$ cat src/rtl/acc_cpu_pkg.sv
// Shared opcodes, FSM state encoding and instruction-field helpers for acc_cpu.
package acc_cpu_pkg;

  localparam logic [3:0] OP_HLT = 4'h0;
  localparam logic [3:0] OP_SKZ = 4'h1;
  localparam logic [3:0] OP_ADD = 4'h2;
  localparam logic [3:0] OP_AND = 4'h3;
  localparam logic [3:0] OP_XOR = 4'h4;
  localparam logic [3:0] OP_LDA = 4'h5;
  localparam logic [3:0] OP_STO = 4'h6;
  localparam logic [3:0] OP_JMP = 4'h7;
  localparam logic [3:0] OP_SUB = 4'h8;
  localparam logic [3:0] OP_OR  = 4'h9;
  localparam logic [3:0] OP_ADC = 4'hA;
  localparam logic [3:0] OP_SKC = 4'hB;
  localparam logic [3:0] OP_SHL = 4'hC;
  localparam logic [3:0] OP_SHR = 4'hD;
  localparam logic [3:0] OP_LDI = 4'hE;
  localparam logic [3:0] OP_NOP = 4'hF;

  // Widest instruction word the field helpers accept.
  localparam int unsigned IR_MAX_W = 64;

  typedef enum logic [2:0] {
    ST_FETCH,
    ST_DECODE,
    ST_MEM_RD,
    ST_MEM_WR,
    ST_HALT
  } state_t;

  // Opcode sits in the top four bits of a data_w-wide instruction word.
  function automatic logic [3:0] ir_opcode(input logic [IR_MAX_W-1:0] ir,
                                           input int unsigned data_w);
    logic [IR_MAX_W-1:0] shifted;
    shifted = ir >> (data_w - 4);
    return shifted[3:0];
  endfunction

  // Operand address occupies the low addr_w bits; caller truncates.
  function automatic logic [IR_MAX_W-1:0] ir_operand(input logic [IR_MAX_W-1:0] ir,
                                                     input int unsigned addr_w);
    return ir & ((IR_MAX_W'(1) << addr_w) - IR_MAX_W'(1));
  endfunction

endpackage

$ cat src/rtl/acc_cpu_alu.sv
// Combinational accumulator ALU: memory-operand ops plus the two shifts.
module acc_cpu_alu
  import acc_cpu_pkg::*;
#(
  parameter int unsigned DATA_W = 16
) (
  input  logic [3:0]        op,
  input  logic [DATA_W-1:0] a,
  input  logic [DATA_W-1:0] d,
  input  logic              cin,
  output logic [DATA_W-1:0] res,
  output logic              cout
);

  logic [DATA_W:0] sum;

  // Result and carry select; carry passes through for logic ops.
  always_comb begin
    res  = a;
    cout = cin;
    sum  = '0;
    case (op)
      OP_ADD: begin
        sum  = {1'b0, a} + {1'b0, d};
        res  = sum[DATA_W-1:0];
        cout = sum[DATA_W];
      end
      OP_ADC: begin
        sum  = {1'b0, a} + {1'b0, d} + (DATA_W+1)'(cin);
        res  = sum[DATA_W-1:0];
        cout = sum[DATA_W];
      end
      OP_SUB: begin
        res  = a - d;
        cout = (a >= d);
      end
      OP_AND: res = a & d;
      OP_OR:  res = a | d;
      OP_XOR: res = a ^ d;
      OP_LDA: res = d;
      OP_SHL: begin
        res  = {a[DATA_W-2:0], 1'b0};
        cout = a[DATA_W-1];
      end
      OP_SHR: begin
        res  = {1'b0, a[DATA_W-1:1]};
        cout = a[0];
      end
      default: ;
    endcase
  end

endmodule

$ cat src/rtl/acc_cpu.sv
// Multi-cycle accumulator CPU with a single handshaked memory port.
module acc_cpu
  import acc_cpu_pkg::*;
#(
  parameter int unsigned       DATA_W   = 16,
  parameter int unsigned       ADDR_W   = 12,
  parameter logic [ADDR_W-1:0] RESET_PC = '0
) (
  input  logic              clk,
  input  logic              reset,
  input  logic              resume,
  output logic              mem_req,
  output logic              mem_we,
  output logic [ADDR_W-1:0] mem_addr,
  output logic [DATA_W-1:0] mem_wdata,
  input  logic [DATA_W-1:0] mem_rdata,
  input  logic              mem_ack,
  output logic              fetch,
  output logic              halt,
  output logic [ADDR_W-1:0] pc,
  output logic [DATA_W-1:0] acc,
  output logic              carry,
  output logic [3:0]        opcode
);

  if (DATA_W < ADDR_W + 4 || DATA_W > IR_MAX_W) begin : g_width_check
    $error("acc_cpu: DATA_W must be >= ADDR_W + 4 and <= 64");
  end

  state_t            state_q, state_d;
  logic [ADDR_W-1:0] pc_q, pc_d, operand;
  logic [DATA_W-1:0] ir_q, ir_d, acc_q, acc_d, alu_res;
  logic              carry_q, carry_d, alu_cout;
  logic [3:0]        op;

  assign op      = ir_opcode(IR_MAX_W'(ir_q), DATA_W);
  assign operand = ADDR_W'(ir_operand(IR_MAX_W'(ir_q), ADDR_W));

  acc_cpu_alu #(.DATA_W(DATA_W)) u_alu (
    .op   (op),
    .a    (acc_q),
    .d    (mem_rdata),
    .cin  (carry_q),
    .res  (alu_res),
    .cout (alu_cout)
  );

  // State, PC, IR, accumulator and carry registers.
  always_ff @(posedge clk or negedge reset) begin
    if (!reset) begin
      state_q <= ST_FETCH;
      pc_q    <= RESET_PC;
      ir_q    <= '0;
      acc_q   <= '0;
      carry_q <= 1'b0;
    end else begin
      state_q <= state_d;
      pc_q    <= pc_d;
      ir_q    <= ir_d;
      acc_q   <= acc_d;
      carry_q <= carry_d;
    end
  end

  // Next-state, execute and bus outputs. Requests are gated by reset so
  // mem_req/fetch drop the instant reset asserts, even though the state
  // register already holds FETCH.
  always_comb begin
    state_d  = state_q;
    pc_d     = pc_q;
    ir_d     = ir_q;
    acc_d    = acc_q;
    carry_d  = carry_q;
    mem_req  = 1'b0;
    mem_we   = 1'b0;
    mem_addr = pc_q;
    fetch    = 1'b0;
    halt     = 1'b0;
    case (state_q)
      ST_FETCH: begin
        mem_req = reset;
        fetch   = reset;
        if (mem_ack) begin
          ir_d    = mem_rdata;
          pc_d    = pc_q + ADDR_W'(1);
          state_d = ST_DECODE;
        end
      end
      ST_DECODE: begin
        state_d = ST_FETCH;
        case (op)
          OP_HLT: state_d = ST_HALT;
          OP_SKZ: if (acc_q == '0) pc_d = pc_q + ADDR_W'(1);
          OP_ADD, OP_AND, OP_XOR, OP_LDA, OP_SUB, OP_OR, OP_ADC:
            state_d = ST_MEM_RD;
          OP_STO: state_d = ST_MEM_WR;
          OP_JMP: pc_d = operand;
          OP_SKC: if (carry_q) pc_d = pc_q + ADDR_W'(1);
          OP_SHL, OP_SHR: begin
            acc_d   = alu_res;
            carry_d = alu_cout;
          end
          OP_LDI: acc_d = DATA_W'(operand);
          default: ;
        endcase
      end
      ST_MEM_RD: begin
        mem_req  = reset;
        mem_addr = operand;
        if (mem_ack) begin
          acc_d   = alu_res;
          carry_d = alu_cout;
          state_d = ST_FETCH;
        end
      end
      ST_MEM_WR: begin
        mem_req  = reset;
        mem_we   = reset;
        mem_addr = operand;
        if (mem_ack) state_d = ST_FETCH;
      end
      ST_HALT: begin
        halt = 1'b1;
        if (resume) state_d = ST_FETCH;
      end
      default: state_d = ST_FETCH;
    endcase
  end

  assign mem_wdata = acc_q;
  assign pc        = pc_q;
  assign acc       = acc_q;
  assign carry     = carry_q;
  assign opcode    = op;

endmodule

$ cat config.mk
export PLATFORM = sky130hd
export DESIGN_NAME = acc_cpu
export DESIGN_NICKNAME = d
export VERILOG_FILES = /design/src/rtl/acc_cpu_pkg.sv /design/src/rtl/acc_cpu_alu.sv /design/src/rtl/acc_cpu.sv
export SDC_FILE = /design/constraint.sdc
export NUM_CORES = 1
export LEC_CHECK = 0
export ABC_AREA = 1
export CAP_MARGIN = 20
export CORE_ASPECT_RATIO = 0.75
export CORE_MARGIN = 2
export CORE_UTILIZATION = 50
export DETAILED_ROUTE_END_ITERATION = 8
export PLACE_DENSITY = 0.73
export SLEW_MARGIN = 0
export SYNTH_ARGS = -nofsm -noshare
export SYNTH_HDL_FRONTEND = slang
export SYNTH_HIERARCHICAL = 1
export SYNTH_SLANG_ARGS = --single-unit
$ cat constraint.sdc
create_clock -name clk -period 3.5 [get_ports clk]
set_input_delay 0.7 -clock clk [delete_from_list [all_inputs] [get_ports clk]]
set_output_delay 0.7 -clock clk [all_outputs]
set_load 0.01 [all_outputs]
After elaboration in Yosys (flattened, before gate mapping)
Cells that the tools add are included.
{"block": "totals", "regBits": 48, "input_bits": 20, "out_inout_bits": 65, "word_cells": 77}
{"block": "classes", "n_addsub": 4, "magnitude_cmp": 1, "eq_ne": 27, "n_mux": 23, "bitwise_logic": 3, "n_reduce_logical": 14}
{"cell": "$pmux W16 S9", "n": 1}
{"cell": "$pmux W16 S2", "n": 2}
{"cell": "$mux W12", "n": 4}
{"cell": "$pmux W12 S3", "n": 1}
{"cell": "$eq A4 B4 Y1 const B", "n": 7}
{"cell": "$pmux W12 S2", "n": 1}
{"cell": "$add A16 B16 Y17", "n": 1}
{"cell": "$add A17 B1 Y17", "n": 1}
{"cell": "$and A16 B16 Y16", "n": 1}
{"cell": "$eq A4 B3 Y1 const B", "n": 4}
{"cell": "$ge A16 B16 Y1", "n": 1}
{"cell": "$logic_not A16 Y1", "n": 1}
{"cell": "$mux W16", "n": 1}
{"cell": "$or A16 B16 Y16", "n": 1}
{"cell": "$sub A16 B16 Y16", "n": 1}
{"cell": "$xor A16 B16 Y16", "n": 1}
{"cell": "$add A12 B1 Y12 const B", "n": 1}
{"cell": "$pmux W3 S4", "n": 1}
{"cell": "$mux W3", "n": 3}
{"cell": "$pmux W3 S3", "n": 1}
{"cell": "$reduce_and A3 Y1", "n": 3}
{"cell": "$eq A4 B2 Y1 const B", "n": 2}
{"cell": "$reduce_or A7 Y1", "n": 1}
{"cell": "$eq A3 B2 Y1 const B", "n": 2}
{"cell": "18 further kinds", "n": 29}

Depth between registers and ports, before layout
{"block": "logic_depth", "ltp_word": 5, "mapped_depth": 22, "depth_no_buf": 21}

Modules after synthesis
The synthesis kept the hierarchy.
{"mod": "acc_cpu_alu", "instances": 1, "cells_each": 725, "area_each_um2": 3912.5, "seq_area_each_um2": 0.0}
{"mod": "acc_cpu", "instances": 1, "cells_each": 401, "area_each_um2": 2924.1, "seq_area_each_um2": 1201.2}

Worst setup path after synthesis
OpenSTA, ideal clock, no wires.
{"block": "synth_path", "kind": "input to register", "startpoint": "input port mem_rdata[0]", "endpoint": "register acc_q[12], in the netlist acc[12]", "setup_time_ps": 121, "t_arrival_ps": 2671, "required_ps": 3379, "slack_ps": 708, "cell_stages": 18, "n_path_buf": 0, "cell_sequence": "ha_1 inv_1 fa_1 inv_1 ha_1 inv_1 nor2_1 nand3_1 nor2_2 nand3_2 nor2_1 nand2_1 nand2_1 nand2_1 o21ai_1 a21oi_1 nand2_1 o21ai_1"}
{"block": "synth_between", "elab_chain_len": 5, "word_cells_on_any_way": 7, "classes_between": "3 x add/sub; 4 x mux"}
{"element": "from (decl)", "line_no": "acc_cpu.sv:16", "source": "input logic [DATA_W-1:0] mem_rdata,"}
{"element": "$add A16 B16 Y17", "line_no": "acc_cpu_alu.sv:24, acc_cpu_alu.sv:29"}
{"element": "$add A17 B1 Y17", "line_no": "acc_cpu_alu.sv:29", "source": "sum = {1'b0, a} + {1'b0, d} + (DATA_W+1)'(cin);"}
{"element": "$pmux W16 S9 (*)", "line_no": "acc_cpu_alu.sv:22", "source": "case (op)"}
{"element": "named net alu_res[12]", "line_no": "acc_cpu.sv:32", "source": "logic [DATA_W-1:0] ir_q, ir_d, acc_q, acc_d, alu_res;"}
{"element": "$pmux W16 S2 or $mux W16 (tied branches)", "line_no": "acc_cpu.sv:91, acc_cpu.sv:110"}
{"element": "$pmux W16 S2 (*)", "line_no": "acc_cpu.sv:79", "source": "case (state_q)"}
{"element": "to (signal assigned)", "line_no": "acc_cpu.sv:54", "source": "acc_q <= '0;"}
{"element": "to (signal assigned)", "line_no": "acc_cpu.sv:60", "source": "acc_q <= acc_d;"}
{"element": "to (decl)", "line_no": "acc_cpu.sv:32"}
Mark *: on every way through the listed nets, which the timed path passes. The rest lies on a longest branch. The select of a mux whose other input is x is not followed.
A chain may end at the register's enable or synchronous reset.

Final worst setup path
{"block": "layout_path", "startpoint": "input port mem_rdata[7]", "endpoint": "register acc_q[13], in the netlist acc[13]"}
Same word-level chain as after synthesis.

==> summary.md <==
| Metric | Value |
|---|---|
| Clock Skews | roughly 0.0062 ns |
| Clock root buffer | clkbuf_16 |
| CORE AREA | 13,200 sq um |
| Final nets | 1,344 |
| Main area contributors after synthesis | nand2_1 18%, dfrtp_1 18%, ha_1 10%, inv_1 8.9%, nor2_1 5.7% |
| Pint | around 3.5 mW |
| Diodes inserted | 0 |
| R2R setup slack | 0.49 ns |
| Switching share of power | 0.548 |
| Vias in the first global route | 7,512 |
| Clock power frac | 0.074 |
| Crit-path max FO | 7 |
| Cells after synthesis | 1,126 |
| Clock slew at reported path FFs | 0.07 ns |
| Req. time, crit path | 3.65 ns |
| Die ar. | about 15,000 sq um |
| Crit path DAT | 3.43 ns |
| Largest net degree at the start of global routing | 49 |
| Seq. cell area | 1200 sq um |
| Dpl ws | -0.101 ns |
| Wirelength, routed | 25,300 um |
| Critical Setup Path Class | primary input to flip-flop |
| Post-DP HPWL | 20,000 um |
| Post-route insts no fill | 1,438 |
| Combinational power share | 0.785 |
| Row count | 36 |
| First-pass GRT wire length | 39,800 um |
| CP endpoint | acc[13] |
| Reg-to-Reg Start | acc[0] |
| DIE HEIGHT | 105 um |
| Pins Over Slew Limit | 0 |
| Multi-input combinational cell area | approximately 4600 sq um |
| Synth unique cells | 54 |
| Placed Cells incl. Taps | 1,429 |
| Via density | 5.68 |
| Initial antenna violation count | 1 |
| CTS max path bufs | 2 |
| Max cap viols | 0 |
| Initial core utilization | 0.520 |
| # fillers | between 1,000 and 1,500 |
| Worst Tran Pin Value | between 0.9 and 1 ns |
| Hold Path Class | primary input to asynchronous set/reset pin |
| Port Buf Inserts | 84 |
| Post-route setup slack | 0.213 ns |
| GRT overflow | 0 |
| Worst Setup SP | mem_rdata[7] |
| Gpl congestion | 1.01 |
| Via count | 8,165 |
| Area grow syn2layout | 24.0% |
| Post-synth EDFFs | 0 |
| Setup TNS Final | 0 ns |
| Fin util | 0.645 |
| First-pass DRT Iterations | 5 |
| Max IR drop VDD | 0.564 mV |
| Register area share after synthesis | 0.176 |
| Worst setup EP type | flip-flop |
| Cell Area, Synth | between 6000 and 7000 sq um |
| DRC viols | 0 |
| Reg-to-Reg End | acc[12] |
| GRT Util Overall | 0.340 |
| Post-Syn Nets | 1,204 |
| Layout cell share with drive strength beyond 1 | 0.149 |
| Die width | 139 um |
| Clock sinks | 48 |
| Later-pin clock latency in the skew report | 0.30 ns |
| Yosys reg bits | 48 |
| Final ANT Viol Nets | 0 |
| Worst rel slew slack | 0.339 |
| Worst reg2reg path depth | 18 |
| Final Hold Fails | 0 |
| Fin crit period | 3.29 ns |
| Top Ports | 85 |
| Post-synth top area share | 0.178 |
| Primary FF master, synth | dfrtp_1 |
| Final setup violating endpoints | 0 |
| TritonCTS buffer count | 5 |
| NetSw | roughly 4.2 mW |
| Most instantiated cells after synthesis | 325 x nand2_1, 163 x inv_1, 104 x nor2_1 |
| Leakage power total | 4.38 nW |
| Period Utilization, post-route | 0.939 |
| RSZ-0062 raised after global routing | false |
| Power per Cell Area | 911 nW/um^2 |
| Initial DRC count | 872 |
| Wire length per cell | 17.6 um |
| Total power | 7.72 mW |
| CTS tree | built |
| CTS H-Tree Depth | 2 |
| Syn_area_per_cell | 6.07 sq um |
| Ys Warns | 6 |
| Asr flop ratio synth | 1.00 |
| Startpoint Class | primary input |
| Register share of total power | 0.142 |
| Fmax | 304 MHz |
| Largest area contributor in the netlist | nand2_1 |
| Count leader, synth | nand2_1 |
| Status | finished, final reports clean |
kinds of logic (layout without fill, tap and decap cells):
group                      count (synthesis)  in the layout  share of synthesized area
AOI/OAI and AO/OA                        202            202                      0.175
and+or+nand+nor                          587            587                      0.387
DFF                                       48             48                      0.176
muxes                                      3              3                    0.00494
buffers and inverters                    226            367                      0.147
adders and majority gates                 58             58                      0.108
xor gates and xnor gates                   2              2                    0.00256
cells in the final DEF (no fill, tap or decap), types with 3 or more instances in the layout:
cell,instances
nor3_1,16
o21ai_1,27
o211ai_1,6
nor2_2,8
buf_4,101
nand3_2,10
nor2_4,7
nand3_1,67
o2111ai_1,6
o21bai_1,5
clkbuf_16,5
nand2_2,24
ha_1,55
nor2_1,103
nand3_4,3
a21oi_1,57
a31oi_1,4
nand2_4,4
a221oi_1,9
dfrtp_1,48
clkdlybuf4s50_1,81
nand4_1,11
mux2_2,3
o22ai_1,28
inv_1,161
nand2_1,325
o21ai_2,3
inv_2,9
o21ai_0,42
and2_1,4
metal layers:
metal  share of wire  global-route usage  wire length (um)
met1            0.44               0.488             11200
met5         0.00051                   0                13
met4           0.028              0.0931               708
met2            0.43               0.519             10800
met3            0.10              0.0700              2590
critical path, cell delays in order:
cell             delay [ns]
clkdlybuf4s50_1        0.48
inv_1                  0.08
ha_1                   0.50
nand2_1                0.16
nor2_1                 0.27
nand3_1                0.22
nand3_1                0.12
nand2_1                0.05
nand2_1                0.14
nand2_1                0.13
nor2_1                 0.16
nand3_1                0.09
nand3_1                0.09
nand4_1                0.08
nand2_1                0.08
o21ai_1                0.07
power by group through the flow:
stage                     combinational (mW)  sequential [mW]  clock [mW]
final                                   6.06             1.09       0.568
after global routing                    6.64             1.13       0.592
after CTS                               5.92             1.09       0.573
after detailed placement                5.87             1.09           0
after global placement                  5.85             1.09           0
after floorplan                         3.67             1.17           0
through the flow:
stage	area (sq um)	hold slack (ns)
floorplan	6840	0.404
global placement	8290	0.521
detailed placement	8290	0.523
CTS	8460	0.539
global route	8480	0.564
finish	8480	0.535
state kept, by name, summed over array words and instances, names as in the netlist:
signal and cells:
state_q 3, pc 12, ir_q 16, carry 1, acc 16
worst min path at each step:
stage	end	slack, ns	cells past startpoint
after global routing	pc[10]	0.56	2
after CTS	pc[10]	0.54	2
final	ir_q[15]	0.54	2
after floorplan	acc[0]	0.40	0
after global placement	pc[10]	0.52	2
after detailed placement	pc[10]	0.52	2
layout make-up:
cell class                 count  share of cell area
multi-input combinational    852               0.547
timing repair buffer         185               0.189
sequential                    48               0.142
inverter                     174              0.0779
tap                          171              0.0252
clock buffer                   5              0.0148
clock inverter                 3             0.00502
repair_timing:
| item | CTS | global route |
|---|---|---|
| gates resized for setup | 0 | 6 |
| setup buffers | 0 | 1 |
| setup endpoints to repair | 0 | 7 |
| hold buffers | 0 | 0 |
Note: power is estimated with default switching activity, not from simulation.
